$ cat src/rtl/atp_bill_server.sv
// atp_bill_server: billing-host responder that answers kiosk LOOKUP/PAY requests against a per-consumer dues table.
// Define ATP_RESP_TIMEOUT_EN to drop responses the kiosk has not accepted within TIMEOUT_CYCLES.
module atp_bill_server #(
    parameter int ID_W           = 4,
    parameter int AMT_W          = 16,
    parameter int PROC_CYCLES    = 3,
    parameter int TIMEOUT_CYCLES = 255
) (
    input  logic             clk,
    input  logic             rst,
    input  logic             tbl_wr_en,
    input  logic [ID_W-1:0]  tbl_wr_id,
    input  logic [AMT_W-1:0] tbl_wr_amt,
    input  logic             req_valid,
    output logic             req_ready,
    input  logic [1:0]       req_op,
    input  logic [ID_W-1:0]  req_id,
    input  logic [AMT_W-1:0] req_amt,
    output logic             resp_valid,
    input  logic             resp_ready,
    output logic [2:0]       resp_status,
    output logic [AMT_W-1:0] resp_amt,
    output logic [15:0]      txn_count,
    output logic             resp_timeout
);

    localparam int DEPTH = 2 ** ID_W;
    localparam int CNT_W = $clog2(PROC_CYCLES + 1);

    localparam logic [1:0] OP_LOOKUP = 2'd0;
    localparam logic [1:0] OP_PAY    = 2'd1;

    localparam logic [2:0] ST_OK        = 3'd0;
    localparam logic [2:0] ST_NO_DUE    = 3'd1;
    localparam logic [2:0] ST_UNDERPAID = 3'd2;
    localparam logic [2:0] ST_BAD_OP    = 3'd3;

    if (PROC_CYCLES < 1 || TIMEOUT_CYCLES < 1) begin : g_param_check
        $error("atp_bill_server: PROC_CYCLES and TIMEOUT_CYCLES must be at least 1");
    end

    typedef enum logic [1:0] {
        IDLE,
        PROCESS,
        RESPOND
    } state_t;

    state_t           state_q;
    logic [AMT_W-1:0] due_q [DEPTH];
    logic [CNT_W-1:0] cnt_q;
    logic [1:0]       op_q;
    logic [ID_W-1:0]  id_q;
    logic [AMT_W-1:0] paid_q;
    logic             req_ready_q;
    logic             resp_valid_q;
    logic [2:0]       resp_status_q;
    logic [AMT_W-1:0] resp_amt_q;
    logic [15:0]      txn_count_q;

    logic [AMT_W-1:0] due_cur;
    logic [2:0]       status_d;
    logic [AMT_W-1:0] amt_d;
    logic             handshake;
    logic             commit;
    logic             drop;

    assign due_cur = due_q[id_q];

    // Operand order in each subtraction is chosen so the result never wraps.
    always_comb begin
        status_d = ST_BAD_OP;
        amt_d    = '0;
        case (op_q)
            OP_LOOKUP: begin
                if (due_cur != '0) begin
                    status_d = ST_OK;
                    amt_d    = due_cur;
                end else begin
                    status_d = ST_NO_DUE;
                end
            end
            OP_PAY: begin
                if (due_cur == '0) begin
                    status_d = ST_NO_DUE;
                    amt_d    = paid_q;
                end else if (paid_q >= due_cur) begin
                    status_d = ST_OK;
                    amt_d    = paid_q - due_cur;
                end else begin
                    status_d = ST_UNDERPAID;
                    amt_d    = due_cur - paid_q;
                end
            end
            default: ;
        endcase
    end

    assign handshake = (state_q == RESPOND) && resp_ready;
    assign commit    = handshake && (op_q == OP_PAY) && (resp_status_q == ST_OK);

`ifdef ATP_RESP_TIMEOUT_EN
    localparam int HOLD_W = $clog2(TIMEOUT_CYCLES + 1);

    logic [HOLD_W-1:0] hold_q;
    logic              resp_timeout_q;

    // The final allowed hold cycle still accepts a handshake; only a silent kiosk is dropped.
    assign drop = (state_q == RESPOND) && !resp_ready && (hold_q == HOLD_W'(TIMEOUT_CYCLES - 1));

    always_ff @(posedge clk) begin
        if (rst) begin
            hold_q         <= '0;
            resp_timeout_q <= 1'b0;
        end else begin
            resp_timeout_q <= drop;
            if (state_q == RESPOND && !drop) begin
                hold_q <= hold_q + 1'b1;
            end else begin
                hold_q <= '0;
            end
        end
    end

    assign resp_timeout = resp_timeout_q;
`else
    assign drop         = 1'b0;
    assign resp_timeout = 1'b0;
`endif

    always_ff @(posedge clk) begin
        if (rst) begin
            state_q       <= IDLE;
            cnt_q         <= '0;
            op_q          <= '0;
            id_q          <= '0;
            paid_q        <= '0;
            req_ready_q   <= 1'b1;
            resp_valid_q  <= 1'b0;
            resp_status_q <= '0;
            resp_amt_q    <= '0;
            txn_count_q   <= '0;
            for (int i = 0; i < DEPTH; i++) begin
                due_q[i] <= '0;
            end
        end else begin
            case (state_q)
                IDLE: begin
                    if (req_valid && req_ready_q) begin
                        op_q        <= req_op;
                        id_q        <= req_id;
                        paid_q      <= req_amt;
                        cnt_q       <= CNT_W'(PROC_CYCLES);
                        req_ready_q <= 1'b0;
                        state_q     <= PROCESS;
                    end
                end
                PROCESS: begin
                    if (cnt_q == '0) begin
                        resp_status_q <= status_d;
                        resp_amt_q    <= amt_d;
                        resp_valid_q  <= 1'b1;
                        state_q       <= RESPOND;
                    end else begin
                        cnt_q <= cnt_q - 1'b1;
                    end
                end
                RESPOND: begin
                    if (handshake || drop) begin
                        resp_valid_q <= 1'b0;
                        req_ready_q  <= 1'b1;
                        state_q      <= IDLE;
                    end
                end
                default: state_q <= IDLE;
            endcase

            if (commit) begin
                due_q[id_q] <= '0;
                if (txn_count_q != 16'hFFFF) begin
                    txn_count_q <= txn_count_q + 16'd1;
                end
            end
            // Placed after the commit so a same-cycle host write to the same id wins.
            if (tbl_wr_en) begin
                due_q[tbl_wr_id] <= tbl_wr_amt;
            end
        end
    end

    assign req_ready   = req_ready_q;
    assign resp_valid  = resp_valid_q;
    assign resp_status = resp_status_q;
    assign resp_amt    = resp_amt_q;
    assign txn_count   = txn_count_q;

endmodule

$ cat config.mk
export PLATFORM = sky130hd
export DESIGN_NAME = atp_bill_server
export DESIGN_NICKNAME = d
export VERILOG_FILES = /design/src/rtl/atp_bill_server.sv
export SDC_FILE = /design/constraint.sdc
export NUM_CORES = 1
export LEC_CHECK = 0
export ABC_AREA = 1
export CORE_MARGIN = 1
export CORE_UTILIZATION = 35
export DETAILED_ROUTE_END_ITERATION = 6
export PLACE_DENSITY = 0.6
export SYNTH_ARGS = -nofsm -noshare
export SYNTH_HDL_FRONTEND = slang
export SYNTH_SLANG_ARGS = --single-unit
$ cat constraint.sdc
create_clock -name clk -period 10.1 [get_ports clk]
set_input_delay 2.02 -clock clk [delete_from_list [all_inputs] [get_ports clk]]
set_output_delay 2.02 -clock clk [all_outputs]
set_load 0.005 [all_outputs]
== Word-level counts from Yosys, hierarchy flattened ==
Memory sizes are Yosys's and may differ from the RTL's. A register that Yosys moved wholly into a read port is not among the register bits.
Index checks and enable logic that the tools add are counted.
Storage, ports and cells
  flip-flop bits (word level): 63
  bits in writable memories: 256
  input port bits: 47
  word-level logic and storage cells: 83
  memories: 1
Operators by class
  $add $sub $neg: 4
  magnitude comparators: 1
  eq/ne operators: 8
  multiplexer cells: 37
  reductions and logical operators: 22
Memory list
  due_q: depth 16, width 16, read ports 1, clocked after memory_dff 1, wr ports 16, RTL line 49  | logic [AMT_W-1:0] due_q [DEPTH];
Operators by type and width (count)
  16-bit two-way mux: 5
  16-bit case mux with 2 select lines: 1
  16-bit OR reduction: 2
  16-bit subtractor: 2
  16-bit by 1-bit adder with 16-bit output (second input constant): 1
  16-bit greater-or-equal comparator: 1
  16-bit logical NOT: 1
  4-bit two-way mux: 4
  16-bit inequality test (second input constant): 1
  16-bit nonzero test: 1
  1-bit two-way mux: 15
  2-bit two-way mux: 7
  3-bit AND reduction: 4
  2-bit inequality test (second input constant): 4
  2-bit case mux with 2 select lines: 2
  2-bit logical NOT: 3
  2-bit case mux with 3 select lines: 1
  2-bit AND reduction: 3
  2-bit nonzero test: 3
  2-bit by 1-bit == test with 1-bit output (second input constant): 2
  1-bit logical AND: 4
  1-bit case mux with 2 select lines: 2
  3-bit logical NOT: 1
  2-bit == test (second input constant): 1
  2-bit by 1-bit subtractor with 2-bit output (second input constant): 1

== Depth between registers and ports, before layout ==
Gate-level depths: netlist (run 1).
  depth after elaboration: 9
  depth in mapped cells: 28
  mapped depth without buffers: 25

== Worst setup path after synthesis (run 1) ==
OpenSTA, ideal clock, no wires.
  kind: input-to-reg
  from: in resp_ready
  to: mem due_q[10][0] (enable)
  data arrival time: 3.611 ns
  required time: 9.706 ns
  setup slack: 6.095 ns
  cell stages on the path: 6
  cells stage by stage: nand3_1 > nor4_1 > nand2_1 > inv_1 > nand3_1 > o211ai_1
RTL lines
  start, declared: RTL line 20  | input logic resp_ready,
  end, declared: RTL line 49

==> results of run 1 <==
## critical path: stages, from the launching register on
cell and delay, ns:
dfxtp_4 0.76, clkinv_2 0.59, buf_4 0.58, o21ai_0 0.28, nand3_1 0.17, nand3_1 0.19, nand2_1 0.19, ha_1 0.42
a21oi_1 0.23, o21a_1 0.13, nand2_1 0.10, o21ai_1 0.14, nand2_1 0.40, inv_1 0.65, nand2_1 0.15, a21o_1 0.19
nand3_1 0.06, nand3_1 0.07, a21oi_1 0.14
## path summary, 6_finish.rpt
check	slack (ns)	startpoint	endpoint
min	0.48	resp_valid$_SDFFE_PP0P_	resp_valid$_SDFFE_PP0P_
max reg2reg	4.47	flip-flop	resp_amt[14]$_SDFFE_PP0P_
max	4.47	flip-flop	resp_amt[14]$_SDFFE_PP0P_
min reg2reg	0.48	resp_valid$_SDFFE_PP0P_	resp_valid$_SDFFE_PP0P_
## synth_stat cells
cell type | instances | area share, %
buf_6 | 1 | 0.069
conb_1 | 1 | 0.023
nor3_1 | 11 | 0.34
buf_4 | 10 | 0.46
a21boi_0 | 3 | 0.14
inv_1 | 194 | 4.4
nor4_1 | 2 | 0.076
o21bai_1 | 6 | 0.27
a221oi_1 | 1 | 0.053
nor2_4 | 2 | 0.14
xnor2_1 | 4 | 0.21
ha_1 | 33 | 2.5
o21ai_0 | 80 | 2.4
a21o_1 | 3 | 0.14
nand2_1 | 495 | 11
nand4_1 | 7 | 0.27
nor2_1 | 369 | 8.4
o31ai_1 | 2 | 0.091
nand3_1 | 173 | 5.3
buf_2 | 22 | 0.67
and3_1 | 2 | 0.076
dfxtp_1 | 66 | 8.1
clkbuf_1 | 70 | 1.6
o211ai_1 | 30 | 1.4
fa_1 | 2 | 0.24
o2111ai_1 | 1 | 0.053
a31o_2 | 1 | 0.053
o21ai_1 | 9 | 0.27
nand2_4 | 1 | 0.069
a31oi_1 | 1 | 0.038
a211oi_1 | 1 | 0.046
edfxtp_1 | 256 | 47
xor2_1 | 14 | 0.75
clkinv_1 | 2 | 0.046
a21oi_1 | 88 | 2.7
nand3b_1 | 1 | 0.046
inv_2 | 3 | 0.069
o21a_1 | 3 | 0.14
buf_1 | 7 | 0.16
## layout by cell type (no fill, tap or decap), types with 7 or more instances in the layout
cell type / Yosys / layout
a21oi_1: 88 / 88
buf_4: 10 / 26
clkbuf_1: 70 / 14
clkbuf_16: 0 / 39
clkdlybuf4s50_1: 0 / 82
clkinv_1: 2 / 12
dfxtp_1: 66 / 65
edfxtp_1: 256 / 256
ha_1: 33 / 33
inv_1: 194 / 193
nand2_1: 495 / 495
nand3_1: 173 / 173
nand4_1: 7 / 7
nor2_1: 369 / 369
nor3_1: 11 / 11
o211ai_1: 30 / 30
o21ai_0: 80 / 80
o21ai_1: 9 / 9
xor2_1: 14 / 14
## per-layer routing
metal	up-vias	track usage, %	routed length (um)
met5	-	0	0
met4	0	6.90	1320
met3	67	3.60	3670
met2	496	34.9	23900
met1	6539	27.9	21400
li1	6515	-	-
## cell families after synthesis
family | count (synthesis)
simple gates | 1063
flops | 322
buf+inv | 309
fa+ha+maj | 35
other cells | 1
xor+xnor | 18
compound gates | 229
## metrics by stage
step	cells	setup slack [ns]	total power, mW	utilization (%)	hold WS, ns
floorplan	1978	6.09	2.23	-	0.434
global placement	2576	4.53	2.52	38.7	0.447
detailed placement	2576	4.56	2.53	38.7	0.476
CTS	2645	4.52	3.80	41.1	0.485
global route	2645	3.94	3.98	41.1	0.514
finish	2645	4.47	3.79	41.1	0.479
## registers in the layout, indices dropped and copies added (netlist names), named ones only
signal / flops
cnt_q: 2
due_q: 256
id_q: 4
op_q: 2
paid_q: 16
req_ready: 1
resp_amt: 16
resp_status: 2
resp_valid: 1
state_q: 2
txn_count: 16
## where the power goes
group	switching, mW	internal, mW
sequential	0.0422	1.51
combinational	0.655	0.303
clock	0.561	0.715
## layout make-up
cell class | instances | area share, %
flip-flops and latches | 322 | 47.9
clock buffers | 53 | 5.47
multi-input cells | 1347 | 32.8
repair buffers | 108 | 5.40
inverters | 199 | 3.98
clock inverters | 16 | 0.492
well taps | 600 | 3.99
==> results.toml, run 1 <==
[global_route]
grt_pass1_vias = 12989
grt_use_total_pct = 21.1
grt_pass1_wl_um = 76500
grt_start_max_net_pins = 88
antenna_found_initial = 0
gr-total-overflow = 0

[worst_setup_path]
critPathCaptureType = "flip-flop"
crit_required_ns = 10.57
reg2regPathDepth = 18
startpoint_type = "flip-flop"
crit_path_max_fanout = 87
crit_type = "flip-flop to flip-flop"
arrival_ns = 6.10

[layout]
antenna_cells = 0
final_nets = 2098
area_growth_syn_to_layout_pct = 14.7
design_area_um2 = 18800
register_area_um2 = 9010
multi_input_area_um2 = 6170
fillers = 4614
drive_gt1_share_pct = 3.91

[pwr]
ir_drop_mv = 0.126
powerDensity_nw_per_um2 = 201
leakagePower_nw = 7.92

[logic_synthesis]
mappedNetlistArea_um2 = 16400
synth_seq_cells = 322
yosys.area_share.xor_xnor_pct = 0.961
ys_warn_count = 0
synth_cell_types = 39
postSynthAreaPerCell_um2 = 8.30
synth-adder-area-share_pct = 2.76
synth-compound-area-share_pct = 7.79
yosys.area_share.simple_pct = 26.0
synth_top_family_by_area = "simple AND/OR/NAND/NOR gates"
synthMuxAreaShare_pct = 0
syn_inst = 1977
seq_area_frac_synth_pct = 54.9

[clocking]
cts_resized = 0
htreeDepth = 2
clk_pin_slew_ns = 0.06
clockBufferDepth = 3
clock_latency_ns = 0.56
numCtsBuffers = 38
cts_setup_buffers = 0
cts_sinks = 322
cts-root-buf = "clkbuf_16"
tritoncts = "done"
hold_buffers = 0

[floorplan]
placementRows = 78
die_w_um = 219
io_pins = 85
start_util_pct = 35.8
die_h_um = 219
coreArea_um2 = 45800
die_area_um2 = 47800

[drt]
finalWirelength_um = 50300
ant_nets = 0
drc = 0
drtIter0Drc = 1288
vias = 13617
firstDrtPassIters = 5
vias_per_cell = 5.15
drt-wirelength-per-cell_um = 19.0

[run_status]
outcome = "finished, final reports clean"

[timing]
post-route-period-util_pct = 55.7
hold_viol = 0
finalClockSkew_ns = 0.0243
fmax_ghz = 0.178
setup_violations = 0
fin_setup_tns_ns = 0
worst_pin_slew_ns = 0.986
slew_headroom_pct = 34.3
rsz0062_at_grt = "false"
final_max_slew_viol_count = 0
min_period_ns = 5.63

[min_path]
worstHoldPathType = "flip-flop to flip-flop"
min_path_cells = 2

[place]
place_area_um2 = 17700
dp_hpwl_um = 32100
port_buffers = 82
gp_congestion = 0.907

[job]
maxCapViolations = 0
Power figures use the tool's default switching activity.
==> inputs of run 2 (changes only) <==
--- a/config.mk
+++ b/config.mk
@@ -9,7 +9,7 @@
 export CORE_MARGIN = 1
 export CORE_UTILIZATION = 35
 export DETAILED_ROUTE_END_ITERATION = 6
-export PLACE_DENSITY = 0.6
+export PLACE_DENSITY = 0.62
 export SYNTH_ARGS = -nofsm -noshare
 export SYNTH_HDL_FRONTEND = slang
 export SYNTH_SLANG_ARGS = --single-unit
==> constraint.sdc (replaced) <==
create_clock -name clk -period 4.55 [get_ports clk]
set_input_delay 0.91 -clock clk [delete_from_list [all_inputs] [get_ports clk]]
set_output_delay 0.91 -clock clk [all_outputs]
set_load 0.005 [all_outputs]
==> run 2 against run 1 <==
Effect of this change: non-clock buffer count rose by 10; hold slack worse by 0.017 ns; clock power increased by 130%; setup slack worse by 3.9 ns.
==> results.toml, run 2 (synthesis results as in run 1) <==
[worst_setup_path]
crit_type = "flip-flop to flip-flop"
worstPathCellList = "clkinv_2 > buf_12 > nand2_1 > nand2_1 > nand2_1 > nand3_1 > nand3_1 > nand2_1 > ha_1 > inv_1 > fa_1 > nand2_1 > nand2_1 > nand2_1 > nand2_1 > o21ai_1 > nand2_1 > inv_1 > nand2_1 > nand2_1 > nand2_1 > nand3_1 > nand3_1 > a21oi_1"
crit_required_ns = 5.02
critPathCaptureType = "flip-flop"
slowest_delay_ns = 0.44
worst_path_max_delay_cell = "fa_1"
crit_path_max_fanout = 118
startpoint_type = "flip-flop"
reg2regPathDepth = 24
rrSetupSlack_ns = 0.58
cpMostUsedCell = "nand2_1"
arrival_ns = 4.45
r2r_end = "resp_amt[13]$_SDFFE_PP0P_"

[layout]
fin_util_pct = 41.5
drive_gt1_share_pct = 4.78
multi_input_area_um2 = 6170
design_area_um2 = 19000
area_growth_syn_to_layout_pct = 15.8
register_area_um2 = 9010
mostFrequentLayoutCells = "495 x nand2_1, 369 x nor2_1, 256 x edfxtp_1, 193 x inv_1, 173 x nand3_1"
antenna_cells = 0
largest_register_ffs = 256
layout_commonest_cell = "nand2_1"
largest-register = "due_q"
fillers = 4573
layoutNonFillerInstCount = 2652
final_nets = 2107

[timing]
final_max_slew_viol_count = 0
worst_pin_slew_ns = 0.946
fin_setup_tns_ns = 0
slew_headroom_pct = 36.7
fmax_ghz = 0.252
setup_slack_ns = 0.577
setup_violations = 0
rsz0062_at_grt = "false"
hold_viol = 0
post-route-period-util_pct = 87.3
finalClockSkew_ns = 0.0207
hold_slack_ns = 0.462
min_period_ns = 3.97

[drt]
drtIter0Drc = 1401
drt-wirelength-per-cell_um = 18.6
vias_per_cell = 5.15
vias = 13651
ant_nets = 0
drc = 0
finalWirelength_um = 49400
firstDrtPassIters = 5

[clocking]
cts_resized = 0
cts-root-buf = "clkbuf_16"
clock_latency_ns = 0.56
numCtsBuffers = 37
cts_setup_buffers = 0
cts_sinks = 322
clk_pin_slew_ns = 0.06
tritoncts = "done"
htreeDepth = 2
clockBufferDepth = 3
hold_buffers = 0

[pwr]
ir_drop_mv = 0.245
swShare_pct = 32.3
powerDensity_nw_per_um2 = 452
combPwrFrac_pct = 25.1
clockPowerShare_pct = 34.8
p_sw_mw = 2.77
seqPwrFrac_pct = 40.1
p_total_mw = 8.59
leakagePower_nw = 8.03
power.internal_mw = 5.82

[global_route]
grt_pass1_wl_um = 76400
grt_use_total_pct = 20.9
antenna_found_initial = 0
gr-total-overflow = 0
grt_pass1_vias = 13239
grt_start_max_net_pins = 119

[floorplan]
die_h_um = 219
die_area_um2 = 47800
placementRows = 78
die_w_um = 219
start_util_pct = 35.8
io_pins = 85
coreArea_um2 = 45800

[job]
maxCapViolations = 0

[place]
place_area_um2 = 17800
port_buffers = 82
gp_congestion = 0.922
pre_cts_ws_ns = 0.573
dp_hpwl_um = 32500
dp_cells = 2586

[run_status]
outcome = "finished, final reports clean"

[min_path]
min_from = "resp_amt[1]$_SDFFE_PP0P_"
min_path_cells = 2
worstHoldPathType = "flip-flop to flip-flop"
hold_end = "resp_amt[1]$_SDFFE_PP0P_"
[run 2: critical path, delay by kind of cell, from the launching register on]
kind	cells	cell delay (ns)
fa+ha+maj	2	0.64
buf+inv	4	0.86
compound gates	2	0.27
flops	1	0.36
simple gates	16	1.59
[run 2: area by class of cell]
| type | instances | area share (%) |
|---|---|---|
| multi-input combinational | 1347 | 32.5 |
| clock buffer | 50 | 5.46 |
| inverter | 199 | 3.94 |
| tap | 600 | 3.95 |
| timing repair buffer | 118 | 5.94 |
| clock inverter | 16 | 0.810 |
| sequential | 322 | 47.4 |
[run 2: layer usage]
metal	routed length (um)	track usage, %	vias up
li1	-	-	6526
met3	3200	2.71	100
met2	22700	33.6	523
met5	0	0	-
met1	21700	28.2	6502
met4	1800	8.86	0
[run 2: power groups by stage]
stage / clock (mW) / sequential, mW / combinational (mW)
floorplan: 0 / 3.48 / 1.48
global placement: 0 / 3.50 / 2.13
global route: 3.14 / 3.46 / 2.40
CTS: 3.03 / 3.44 / 2.14
detailed placement: 0 / 3.50 / 2.12
finish: 2.99 / 3.44 / 2.16
[run 2: how the worst max path moves through the flow]
stage / start / endpoint / cells after the start
3_5_place_dp: flip-flop / resp_amt[13]$_SDFFE_PP0P_ / 24
5_1_grt: flip-flop / resp_amt[13]$_SDFFE_PP0P_ / 24
2_1_floorplan: flip-flop / resp_amt[11]$_SDFFE_PP0P_ / 24
6_report: flip-flop / resp_amt[13]$_SDFFE_PP0P_ / 24
3_3_place_gp: flip-flop / resp_amt[13]$_SDFFE_PP0P_ / 24
4_1_cts: flip-flop / resp_amt[13]$_SDFFE_PP0P_ / 24
